File: src/rtl/dmem_arbiter.sv
// Round-robin arbiter sharing one single-port data memory between two requesters,
// with a bounded lock so one port can hold the memory for a burst.
module dmem_arbiter #(
  parameter int AW       = 16,
  parameter int DW       = 16,
  parameter int MAX_HOLD = 8
) (
  input  logic          clk,
  input  logic          rst_n,
  input  logic          m0_req,
  input  logic          m0_we,
  input  logic          m0_lock,
  input  logic [AW-1:0] m0_addr,
  input  logic [DW-1:0] m0_wdata,
  output logic          m0_gnt,
  output logic          m0_rvalid,
  output logic [DW-1:0] m0_rdata,
  input  logic          m1_req,
  input  logic          m1_we,
  input  logic          m1_lock,
  input  logic [AW-1:0] m1_addr,
  input  logic [DW-1:0] m1_wdata,
  output logic          m1_gnt,
  output logic          m1_rvalid,
  output logic [DW-1:0] m1_rdata,
  output logic [AW-1:0] mem_addr,
  output logic [DW-1:0] mem_write_data,
  output logic          mem_write_en,
  output logic          mem_read_en,
  input  logic [DW-1:0] mem_read_data
);

  typedef enum logic [1:0] {IDLE = 2'd0, OWN0 = 2'd1, OWN1 = 2'd2} state_e;

  localparam logic [7:0] HOLD_LIM = 8'(MAX_HOLD - 1);

  state_e          state_q, state_d;
  logic            last_grant_q, last_grant_d;
  logic            lock_q, lock_d;
  logic [7:0]      hold_q, hold_d;
  logic            m0_rvalid_q, m1_rvalid_q;
  logic [DW-1:0]   m0_rdata_q, m1_rdata_q;
  logic            owner_valid, owner, keep_owner, pick1;

  always_comb begin
    // NOTE: every signal written here gets a default first, so no path can infer a latch.
    m0_gnt         = 1'b0;
    m1_gnt         = 1'b0;
    mem_addr       = '0;
    mem_write_data = '0;
    mem_write_en   = 1'b0;
    mem_read_en    = 1'b0;
    state_d        = state_q;
    last_grant_d   = last_grant_q;
    lock_d         = lock_q;
    hold_d         = hold_q;
    owner_valid    = (state_q != IDLE);
    owner          = (state_q == OWN1);
    keep_owner     = owner_valid && lock_q && (hold_q < HOLD_LIM);
    pick1          = keep_owner ? owner : ~last_grant_q;

    // Grant and memory drive are gated by rst_n so they fall the instant reset asserts.
    if (rst_n) begin
      if (m0_req && m1_req) begin
        m1_gnt = pick1;
        m0_gnt = ~pick1;
      end else begin
        m0_gnt = m0_req;
        m1_gnt = m1_req;
      end
    end

    if (m1_gnt) begin
      mem_addr       = m1_addr;
      mem_write_en   = m1_we;
      mem_read_en    = ~m1_we;
      mem_write_data = m1_we ? m1_wdata : '0;
    end else if (m0_gnt) begin
      mem_addr       = m0_addr;
      mem_write_en   = m0_we;
      mem_read_en    = ~m0_we;
      mem_write_data = m0_we ? m0_wdata : '0;
    end

    if (m0_gnt || m1_gnt) begin
      state_d      = m1_gnt ? OWN1 : OWN0;
      last_grant_d = m1_gnt;
      lock_d       = m1_gnt ? m1_lock : m0_lock;
      if (owner_valid && (owner == m1_gnt))
        hold_d = (hold_q == 8'hFF) ? hold_q : hold_q + 8'd1;
      else
        hold_d = 8'd0;
    end else begin
      state_d = IDLE;
      hold_d  = 8'd0;
      lock_d  = 1'b0;
    end
  end

  // NOTE: sequential state uses non-blocking assignments so all registers update together.
  always_ff @(posedge clk or negedge rst_n) begin
    if (!rst_n) begin
      state_q      <= IDLE;
      last_grant_q <= 1'b1;
      lock_q       <= 1'b0;
      hold_q       <= 8'd0;
    end else begin
      state_q      <= state_d;
      last_grant_q <= last_grant_d;
      lock_q       <= lock_d;
      hold_q       <= hold_d;
    end
  end

  always_ff @(posedge clk or negedge rst_n) begin
    if (!rst_n) begin
      m0_rvalid_q <= 1'b0;
      m1_rvalid_q <= 1'b0;
      m0_rdata_q  <= '0;
      m1_rdata_q  <= '0;
    end else begin
      m0_rvalid_q <= m0_gnt && !m0_we;
      m1_rvalid_q <= m1_gnt && !m1_we;
      if (m0_gnt && !m0_we) m0_rdata_q <= mem_read_data;
      if (m1_gnt && !m1_we) m1_rdata_q <= mem_read_data;
    end
  end

  assign m0_rvalid = m0_rvalid_q;
  assign m1_rvalid = m1_rvalid_q;
  assign m0_rdata  = m0_rdata_q;
  assign m1_rdata  = m1_rdata_q;

endmodule

File: config.mk
export PLATFORM = sky130hd
export DESIGN_NAME = dmem_arbiter
export DESIGN_NICKNAME = d
export VERILOG_FILES = /design/src/rtl/dmem_arbiter.sv
export SDC_FILE = /design/constraint.sdc
export NUM_CORES = 1
export LEC_CHECK = 0
export CORE_ASPECT_RATIO = 1.5
export CORE_MARGIN = 4
export CORE_UTILIZATION = 36
export DETAILED_ROUTE_END_ITERATION = 8
export GPL_TIMING_DRIVEN = 0
export PLACE_DENSITY = 0.88
export SYNTH_ARGS = -nofsm -noshare
export SYNTH_HDL_FRONTEND = slang
export SYNTH_SLANG_ARGS = --single-unit
File: constraint.sdc
create_clock -name clk -period 2.8 [get_ports clk]
set_clock_uncertainty 0.05 [all_clocks]
set_input_delay 0.56 -clock clk [delete_from_list [all_inputs] [get_ports clk]]
set_output_delay 0.56 -clock clk [all_outputs]
set_load 0.01 [all_outputs]
==> results.md, run 1 <==
| Stage | Quantity | This run |
|---|---|---|
| status | Status | complete, but fails checks |
| status | Violated checks | setup timing |
| synthesis | Main area contributors after synthesis | sky130_fd_sc_hd__dfrtp_1, sky130_fd_sc_hd__mux2_2, sky130_fd_sc_hd__a32o_1 |
| sta | Final worst slack | -334.8 ps |
| final layout | Flip-flop and latch area | 1155 um2 |
| worst setup path | CP max FO | 3 |
| synthesis | Fraction of synthesis flops using an asynchronous set or reset pin | 1.000 |
| worst setup path | Reg2Reg Setup Slack | 160 ps |
| synthesis | Register bit count reported by yosys | 46 |
| sta | Final hold viol count | 0 |
| power | Total design power | 2.192 mW |
| floorplanning | Initial core utilization | 0.3776 |
| place | Cell total after placement | 417 |
| final layout | Ant diodes | 0 |
| place | Number of port buffers | 155 |
| floorplanning | Die extent in x | 74.18 um |
| clock tree | Total CTS buffers | 5 |
| synthesis | Yosys Warn Count | 0 |
| clock tree | Clock transition at the registers of the reported paths | 90 ps |
| global route | GRT Resource Usage Total | 0.2168 |
| worst setup path | Required time reported for the critical path endpoint | 2190 ps |
| floorplanning | Core area | 6262 um2 |
| global route | Initial antenna violation count | 0 |
| sta | Part of the cycle the worst path needs | 1.120 |
| route | Vias after detailed routing | 2507 |
| synthesis | Main flop type after synthesis | sky130_fd_sc_hd__dfrtp_1 |
| synthesis | Cell count after synthesis | 187 |
| worst setup path | CP Class | flip-flop to output port |
| synthesis | Post-synth cell types | 44 |
| route | Drt first pass iters | 4 |
| worst setup path | FF-to-FF path depth | 9 |
| flow run | Maxcap violations | 0 |
| final layout | Util after Layout | 0.7301 |
| worst setup path | Kind of start point of the critical path | flip-flop |
| sta | Headroom to the max-slew limit | 0.5896 |
| clock tree | Clock network latency to the later pin of the worst-skew pair | 300 ps |
| sta | Number of max-slew violations in the final report | 0 |
| sta | Unrepaired setup endpoints after global routing | true |
| floorplanning | Die Outline Area | 7956 um2 |
| power | Static Leak | 2.060 nW |
| synthesis | Biggest area consumer among synthesized cells | sky130_fd_sc_hd__dfrtp_1 |
| place | Final weighted congestion in routability-driven placement | 0.7461 |
| floorplanning | Number of top-level design ports | 158 |
| floorplanning | Y dimension of the die | 107.3 um |
| final layout | Number of nets in the layout | 486 |
| synthesis | Number of enable-type register cells in the synthesized netlist | 0 |
| worst setup path | Buffer and inverter count on the worst path | 5 |
| global route | Largest net degree at the start of global routing | 38 |
| clock tree | Number of levels in the clock H-tree | 2 |
| route | Routed vias/inst | 5.311 |
| power | Maximum ir drop on the vdd rail | 0.0002278 V |
| clock tree | Cell at the root of the clock tree | sky130_fd_sc_hd__clkbuf_8 |
| route | Detailed-route DRC error count | 0 |
| floorplanning | Number of placement rows | 35 |
| sta | Tightest Pin Transition | 614.3 ps |
| worst setup path | Dominant delay contributor by cell family on the critical path | simple AND/OR/NAND/NOR gates |
| global route | Global-route wire length before repair | 13.34 mm |
| route | Routed wire length | 8.889 mm |
| worst hold path | Class of the most critical hold timing path | input port to async pin |
| worst setup path | Endpoint of the lowest-slack register-to-register path | m1_rdata[7] |
| power | Pwr Density | 479.4 nW/um2 |
| place | DPL Wire Length | 5.896 mm |
| synthesis | Mean Syn Cell Area | 12.65 um2 |
| worst setup path | Worst Setup SP | hold_q[3] |
| global route | Global route overflow | 0 |
| route | Drt wl/cell | 18.83 um |
| worst setup path | Critical R2R Launch | hold_q[3] |
| worst setup path | Crit path largest cell delay | 430 ps |
| route | Initial detailed-routing violation count | 199 |
| clock tree | CTS tree | yes |
| worst setup path | Arrival time of data at the critical path endpoint | 2520 ps |
| synthesis | Part of the Yosys area used for sequential elements | 0.4873 |
| final layout | Layout cell share with drive strength beyond 1 | 0.3794 |
| global route | Vias in the first global route | 2707 |
| synthesis | Area of the mapped netlist | 2365 um2 |
| sta | Number of failing setup endpoints in the final timing report | 35 |
| synthesis | Fraction of synthesized cell area taken by the top area cell type | 0.4762 |
| synthesis | Post-Synthesis Net Count | 276 |
| worst setup path | Critical-path cell list | nor4_4, buf_4, and4_4, nand2_4, a311oi_4, buf_4, buf_6, buf_6, a32o_1, buf_2 |
| final layout | Footprint of the multi-input gates | 1217 um2 |
| route | Post-DRT Antenna Nets | 0 |
| final layout | Final Non-Filler Cells | 472 |
| sta | Highest Clock Rate | 319.0 MHz |
| clock tree | Clock sink count | 46 |
| clock tree | Buffer levels on the longest clock path | 2 |
| final layout | Signed area change from the synthesized netlist to the final layout | 93.33% |
| worst setup path | Standard cell with the maximum stage delay on the critical path | sky130_fd_sc_hd__dfrtp_2 |
| worst setup path | Critical Path End Type | output port |
| final layout | Number of filler cells placed in the layout | 421 |
| sta | Tmin final | 3135 ps |
## stage by stage
stage          setup TNS [ps]  setup slack (ps)  hold WS [ps]  instance area (um2)
2_1_floorplan               0             103.6         214.4                 2365
3_3_place_gp          -151880             -2525         421.3                 4009
3_5_place_dp           -27880            -909.1         421.8                 4024
4_1_cts                 -7215            -297.1         94.93                 4486
5_1_grt                -12760            -441.5         104.9                 4572
6_report                -9328            -334.8         87.79                 4572
## timing repair
| item | CTS | global route |
|---|---|---|
| hold buffers | 0 | 0 |
| gates resized for setup | 195 | 14 |
| buffers inserted | 40 | 6 |
| pin swaps | 23 | 11 |
| endpoints found under the hold margin | 0 | 0 |
| setup endpoints to repair | 36 | 45 |
| cloned | 3 | 1 |
## area by class of cell
cell class / instances / area share
tap: 74 / 0.02025
buffer: 11 / 0.02764
sequential: 46 / 0.2526
inverter: 3 / 0.002463
timing repair buffer: 204 / 0.4111
clock buffer: 5 / 0.01505
multi-input combinational: 126 / 0.2663
clock inverter: 3 / 0.004652
## state kept, by name (all words and copies together), names as in the netlist
| register | flops |
|---|---|
| m0_rdata | 16 |
| m0_rvalid | 1 |
| m1_rvalid | 1 |
| state_q | 2 |
| hold_q | 8 |
| last_grant_q | 1 |
| m1_rdata | 16 |
| lock_q | 1 |
## Yosys cell counts, drive strengths merged (2+ instances only)
cell	n
or2	2
nand3	4
dfrtp	45
nand2b	2
clkbuf	7
a22o	17
mux2	32
xor2	2
a21oi	2
xnor2	2
a211oi	3
inv	3
nand2	7
a32o	16
nor2	8
a31oi	2
a311oi	5
nor3	4
nor2b	2
buf	5
nand3b	2
and4	2
## where the power goes
part           switching, mW  internal, mW  total [mW]
clock                  0.235         0.176       0.410
sequential            0.0748         0.797       0.872
combinational          0.331         0.579       0.910
total                  0.641          1.55        2.19
## worst max-delay path by stage
stage                    endpoint  slack [ps]  cells after the start
2_1_floorplan  mem_write_data[10]         100                      7
3_3_place_gp          mem_read_en       -2530                      8
3_5_place_dp          mem_read_en        -910                      9
4_1_cts        mem_write_data[10]        -300                     10
5_1_grt        mem_write_data[10]        -440                     10
6_report       mem_write_data[10]        -330                     10
## per-layer routing
| layer | vias to the layer above | part of all wire | track usage |
|---|---|---|---|
| met3 | 17 | 0.079 | 0.03832 |
| met4 | 0 | 0.021 | 0.06865 |
| met1 | 1192 | 0.35 | 0.2441 |
| met5 | - | 0 | 0 |
| li1 | 1151 | - | - |
| met2 | 147 | 0.55 | 0.3997 |
## worst reg2reg max path, cell delays in order, from the launching register on
cell and delay [ps]:
sky130_fd_sc_hd__dfrtp_2 430, sky130_fd_sc_hd__nor4_4 320, sky130_fd_sc_hd__buf_4 160, sky130_fd_sc_hd__and4_4 280, sky130_fd_sc_hd__nand2_4 80, sky130_fd_sc_hd__buf_4 170, sky130_fd_sc_hd__buf_4 130, sky130_fd_sc_hd__a311oi_4 330
sky130_fd_sc_hd__buf_6 210, sky130_fd_sc_hd__mux2_2 360
## cell usage in the layout, fill, tap and decap left out, types with 4 or more instances in the layout
| cell type | n |
|---|---|
| sky130_fd_sc_hd__clkdlybuf4s50_1 | 117 |
| sky130_fd_sc_hd__dfrtp_1 | 43 |
| sky130_fd_sc_hd__buf_2 | 32 |
| sky130_fd_sc_hd__buf_4 | 28 |
| sky130_fd_sc_hd__buf_6 | 23 |
| sky130_fd_sc_hd__mux2_2 | 22 |
| sky130_fd_sc_hd__a22o_1 | 17 |
| sky130_fd_sc_hd__a32o_1 | 14 |
| sky130_fd_sc_hd__clkbuf_8 | 9 |
| sky130_fd_sc_hd__mux2_4 | 8 |
| sky130_fd_sc_hd__nor2_1 | 8 |
| sky130_fd_sc_hd__nand2_1 | 5 |
| sky130_fd_sc_hd__nand3_1 | 4 |
| sky130_fd_sc_hd__nor3_1 | 4 |
## cells by family after synthesis
family,count (synthesis),synth area share
multiplexers,33,0.1693
buffers and inverters,15,0.03122
XOR/XNOR,4,0.01482
flip-flops,46,0.4873
AO/OA/AOI/OAI,51,0.2058
AND/OR/NAND/NOR,37,0.08625
adder cells (fa/ha/maj),1,0.005290
No activity file was read; power rests on OpenSTA's default activity.
==> run 2: changes to the inputs <==
--- a/config.mk
+++ b/config.mk
@@ -7,10 +7,11 @@
 export LEC_CHECK = 0
 export CORE_ASPECT_RATIO = 1.5
 export CORE_MARGIN = 4
-export CORE_UTILIZATION = 36
+export CORE_UTILIZATION = 37
+export CTS_BUF_LIST = sky130_fd_sc_hd__clkbuf_2 sky130_fd_sc_hd__clkbuf_4 sky130_fd_sc_hd__clkbuf_8
 export DETAILED_ROUTE_END_ITERATION = 8
 export GPL_TIMING_DRIVEN = 0
-export PLACE_DENSITY = 0.88
+export PLACE_DENSITY = 0.9
 export SYNTH_ARGS = -nofsm -noshare
 export SYNTH_HDL_FRONTEND = slang
 export SYNTH_SLANG_ARGS = --single-unit
==> results.md, run 2 (synthesis gave the netlist of run 1 again) <==
| Stage | Quantity | This run | Change |
|---|---|---|---|
| clock tree | Cell at the root of the clock tree | sky130_fd_sc_hd__clkbuf_8 |  |
| worst setup path | Critical Path End Type | output port |  |
| sta | Unrepaired setup endpoints after global routing | true |  |
| floorplanning | Number of top-level design ports | 158 | unchanged |
| sta | Final worst slack | -288.7 ps | +46.10 ps |
| worst hold path | Class of the most critical hold timing path | input port to async pin |  |
| route | Drt first pass iters | 4 | unchanged |
| global route | Vias in the first global route | 2763 | +2.1% |
| route | Vias after detailed routing | 2552 | +1.8% |
| clock tree | Clock transition at the registers of the reported paths | 80 ps | about the same |
| final layout | Final Non-Filler Cells | 475 | +0.64% |
| place | Cell total after placement | 417 | unchanged |
| worst setup path | FF-to-FF path depth | 8 | -1 |
| worst setup path | Critical R2R Launch | hold_q[4] |  |
| final layout | Signed area change from the synthesized netlist to the final layout | 94.60% |  |
| sta | Setup Total Neg Slack | -6141 ps | +3187 ps |
| global route | GRT Resource Usage Total | 0.2157 | -0.001059 |
| final layout | Util after Layout | 0.7453 | +0.01522 |
| sta | Part of the cycle the worst path needs | 1.103 | -0.01646 |
| global route | Global route hottest layer | met2 |  |
| clock tree | Clock network latency to the later pin of the worst-skew pair | 300 ps | about the same |
| worst setup path | CP Class | flip-flop to output port |  |
| route | Post-DRT Antenna Nets | 0 | unchanged |
| status | Status | complete, but fails checks |  |
| sta | Number of max-slew violations in the final report | 0 | unchanged |
| power | Static Leak | 2.086 nW | +1.2% |
| final layout | Number of filler cells placed in the layout | 370 | -12% |
| sta | Headroom to the max-slew limit | 0.6380 | +0.04838 |
| route | Detailed-route DRC error count | 0 | unchanged |
| power | Maximum ir drop on the vdd rail | 0.0002556 V | +12% |
| floorplanning | Die extent in x | 73.28 um | -1.2% |
| sta | Tmin final | 3089 ps | -46.10 ps |
| final layout | Ant diodes | 0 | unchanged |
| place | Number of port buffers | 155 | unchanged |
| global route | Global-route wire length before repair | 13.17 mm | -1.3% |
| status | Violated checks | setup timing |  |
| global route | Initial antenna violation count | 0 | unchanged |
| clock tree | Clock sink count | 46 | unchanged |
| worst setup path | Endpoint of the lowest-slack register-to-register path | m1_rdata[13] |  |
| route | Routed wire length | 8.617 mm | -3.1% |
| power | Pwr Density | 475.7 nW/um2 | -0.76% |
| route | Routed vias/inst | 5.373 | +1.2% |
| floorplanning | Core area | 6175 um2 | -1.4% |
| clock tree | Number of levels in the clock H-tree | 2 | unchanged |
| route | Initial detailed-routing violation count | 168 | -16% |
| worst setup path | CP max FO | 5 | +2 |
| final layout | Commonest non-fill, non-tap cell in the layout | sky130_fd_sc_hd__clkdlybuf4s50_1 |  |
| sta | Final hold viol count | 0 | unchanged |
| floorplanning | Die Outline Area | 7761 um2 | -2.5% |
| floorplanning | Y dimension of the die | 105.9 um | -1.3% |
| worst setup path | Kind of start point of the critical path | flip-flop |  |
| flow run | Maxcap violations | 0 | unchanged |
| clock tree | CTS tree | yes |  |
| sta | Highest Clock Rate | 323.8 MHz | +1.5% |
| final layout | Number of nets in the layout | 490 | +0.82% |
| place | Final weighted congestion in routability-driven placement | 0.7639 | +2.4% |
| final layout | Leading cell types in the layout, fill and taps excluded | sky130_fd_sc_hd__clkdlybuf4s50_1, sky130_fd_sc_hd__dfrtp_1, sky130_fd_sc_hd__buf_2 |  |
| clock tree | Buffer levels on the longest clock path | 2 | unchanged |
| global route | Met3 track demand over resource | 0.04447 | +0.006148 |
| worst setup path | Required time reported for the critical path endpoint | 2190 ps | about the same |
| route | Drt wl/cell | 18.14 um | -3.7% |
| floorplanning | Initial core utilization | 0.3830 | +0.005356 |
| sta | Tightest Pin Transition | 543.0 ps | -71.30 ps |
| place | DPL Wire Length | 5.735 mm | -2.7% |
| global route | Routing usage on met2 | 0.3918 | -0.007941 |
| global route | M1 GR Usage | 0.2401 | -0.004004 |
| global route | Global route overflow | 0 | unchanged |
| clock tree | Total CTS buffers | 5 | unchanged |
| floorplanning | Number of placement rows | 35 | unchanged |
| worst setup path | Arrival time of data at the critical path endpoint | 2480 ps | -40 ps |
| worst setup path | Reg2Reg Setup Slack | 100 ps | -60 ps |
| sta | Number of failing setup endpoints in the final timing report | 35 | unchanged |
| worst setup path | Critical Path Sink | mem_write_data[11] |  |
| clock tree | Number of buffers added to fix hold violations after cts | 0 | unchanged |
| place | Cell Area, Placed | 4024 um2 | unchanged |
| global route | Largest net degree at the start of global routing | 44 | +16% |
| sta | Worst hold margin | 30.80 ps | -56.98 ps |
| final layout | Post-route cell area | 4602 um2 | +0.66% |
| worst setup path | Worst Setup SP | hold_q[4] |  |
| final layout | Layout cell share with drive strength beyond 1 | 0.3840 | +0.004643 |
-- run 2: cell count changes in the layout (fill, tap and decap cells not counted), moves of 2 or more --
cell                     delta
sky130_fd_sc_hd__a32o_1     +2
sky130_fd_sc_hd__a32o_2     -2
sky130_fd_sc_hd__buf_8      +2
sky130_fd_sc_hd__buf_6      +2
-- run 2: power breakdown --
| part | switching, mW | leakage [nW] | internal, mW |
|---|---|---|---|
| clock network | 0.230 | 0.0438 | 0.168 |
| registers | 0.0731 | 0.565 | 0.797 |
| logic | 0.333 | 1.48 | 0.588 |
| total | 0.636 | 2.09 | 1.55 |
-- run 2: what timing repair did --
item | 4_1_cts | 5_1_grt
setup endpoints to repair | 36 | 36
buffers inserted | 35 | 13
pin swaps | 31 | 18
resized for setup | 196 | 22
gates cloned | 4 | 0
-- run 2: critical path, stage by stage (launching register included) --
cell and delay [ps]:
sky130_fd_sc_hd__dfrtp_2 460, sky130_fd_sc_hd__nor4_4 300, sky130_fd_sc_hd__and4_4 300, sky130_fd_sc_hd__nand2_4 80, sky130_fd_sc_hd__a311oi_4 430, sky130_fd_sc_hd__buf_4 190
sky130_fd_sc_hd__buf_6 90, sky130_fd_sc_hd__buf_6 80, sky130_fd_sc_hd__a32o_1 120, sky130_fd_sc_hd__buf_2 130
-- run 2: stage by stage --
step / total power, mW / setup slack [ps]
after CTS: 2.158 / -313.7
after global placement: 1.678 / -2500
after detailed placement: 1.708 / -951.2
after floorplan: 1.187 / 103.6
final: 2.189 / -288.7
after global routing: 2.296 / -379.2
-- run 2: worst min path at each step --
stage	startpoint	end	slack [ps]	cells past startpoint
2_1_floorplan	rst_n	hold_q[0]	210	0
3_3_place_gp	m1_rdata[14]	m1_rdata[14]	420	1
3_5_place_dp	rst_n	m1_rdata[9]	360	1
4_1_cts	rst_n	m1_rdata[9]	30	1
5_1_grt	rst_n	m0_rdata[9]	30	1
6_report	rst_n	m1_rdata[9]	30	1
-- run 2: final cells by class --
class / instances / area, um2 / area share
clock inverter: 2 / 10.01 / 0.002175
buffer: 11 / 126.4 / 0.02746
inverter: 3 / 11.26 / 0.002447
timing repair buffer: 208 / 1903 / 0.4135
multi-input combinational: 126 / 1235 / 0.2684
tap: 74 / 92.59 / 0.02012
clock buffer: 5 / 68.82 / 0.01495
sequential: 46 / 1155 / 0.2510
-- run 2: routing by layer --
metal	vias up	part of all wire	wire length [um]
li1	1151	-	-
met1	1239	0.35	3045
met2	141	0.54	4660
met3	21	0.078	676
met4	0	0.027	234
met5	-	0	0
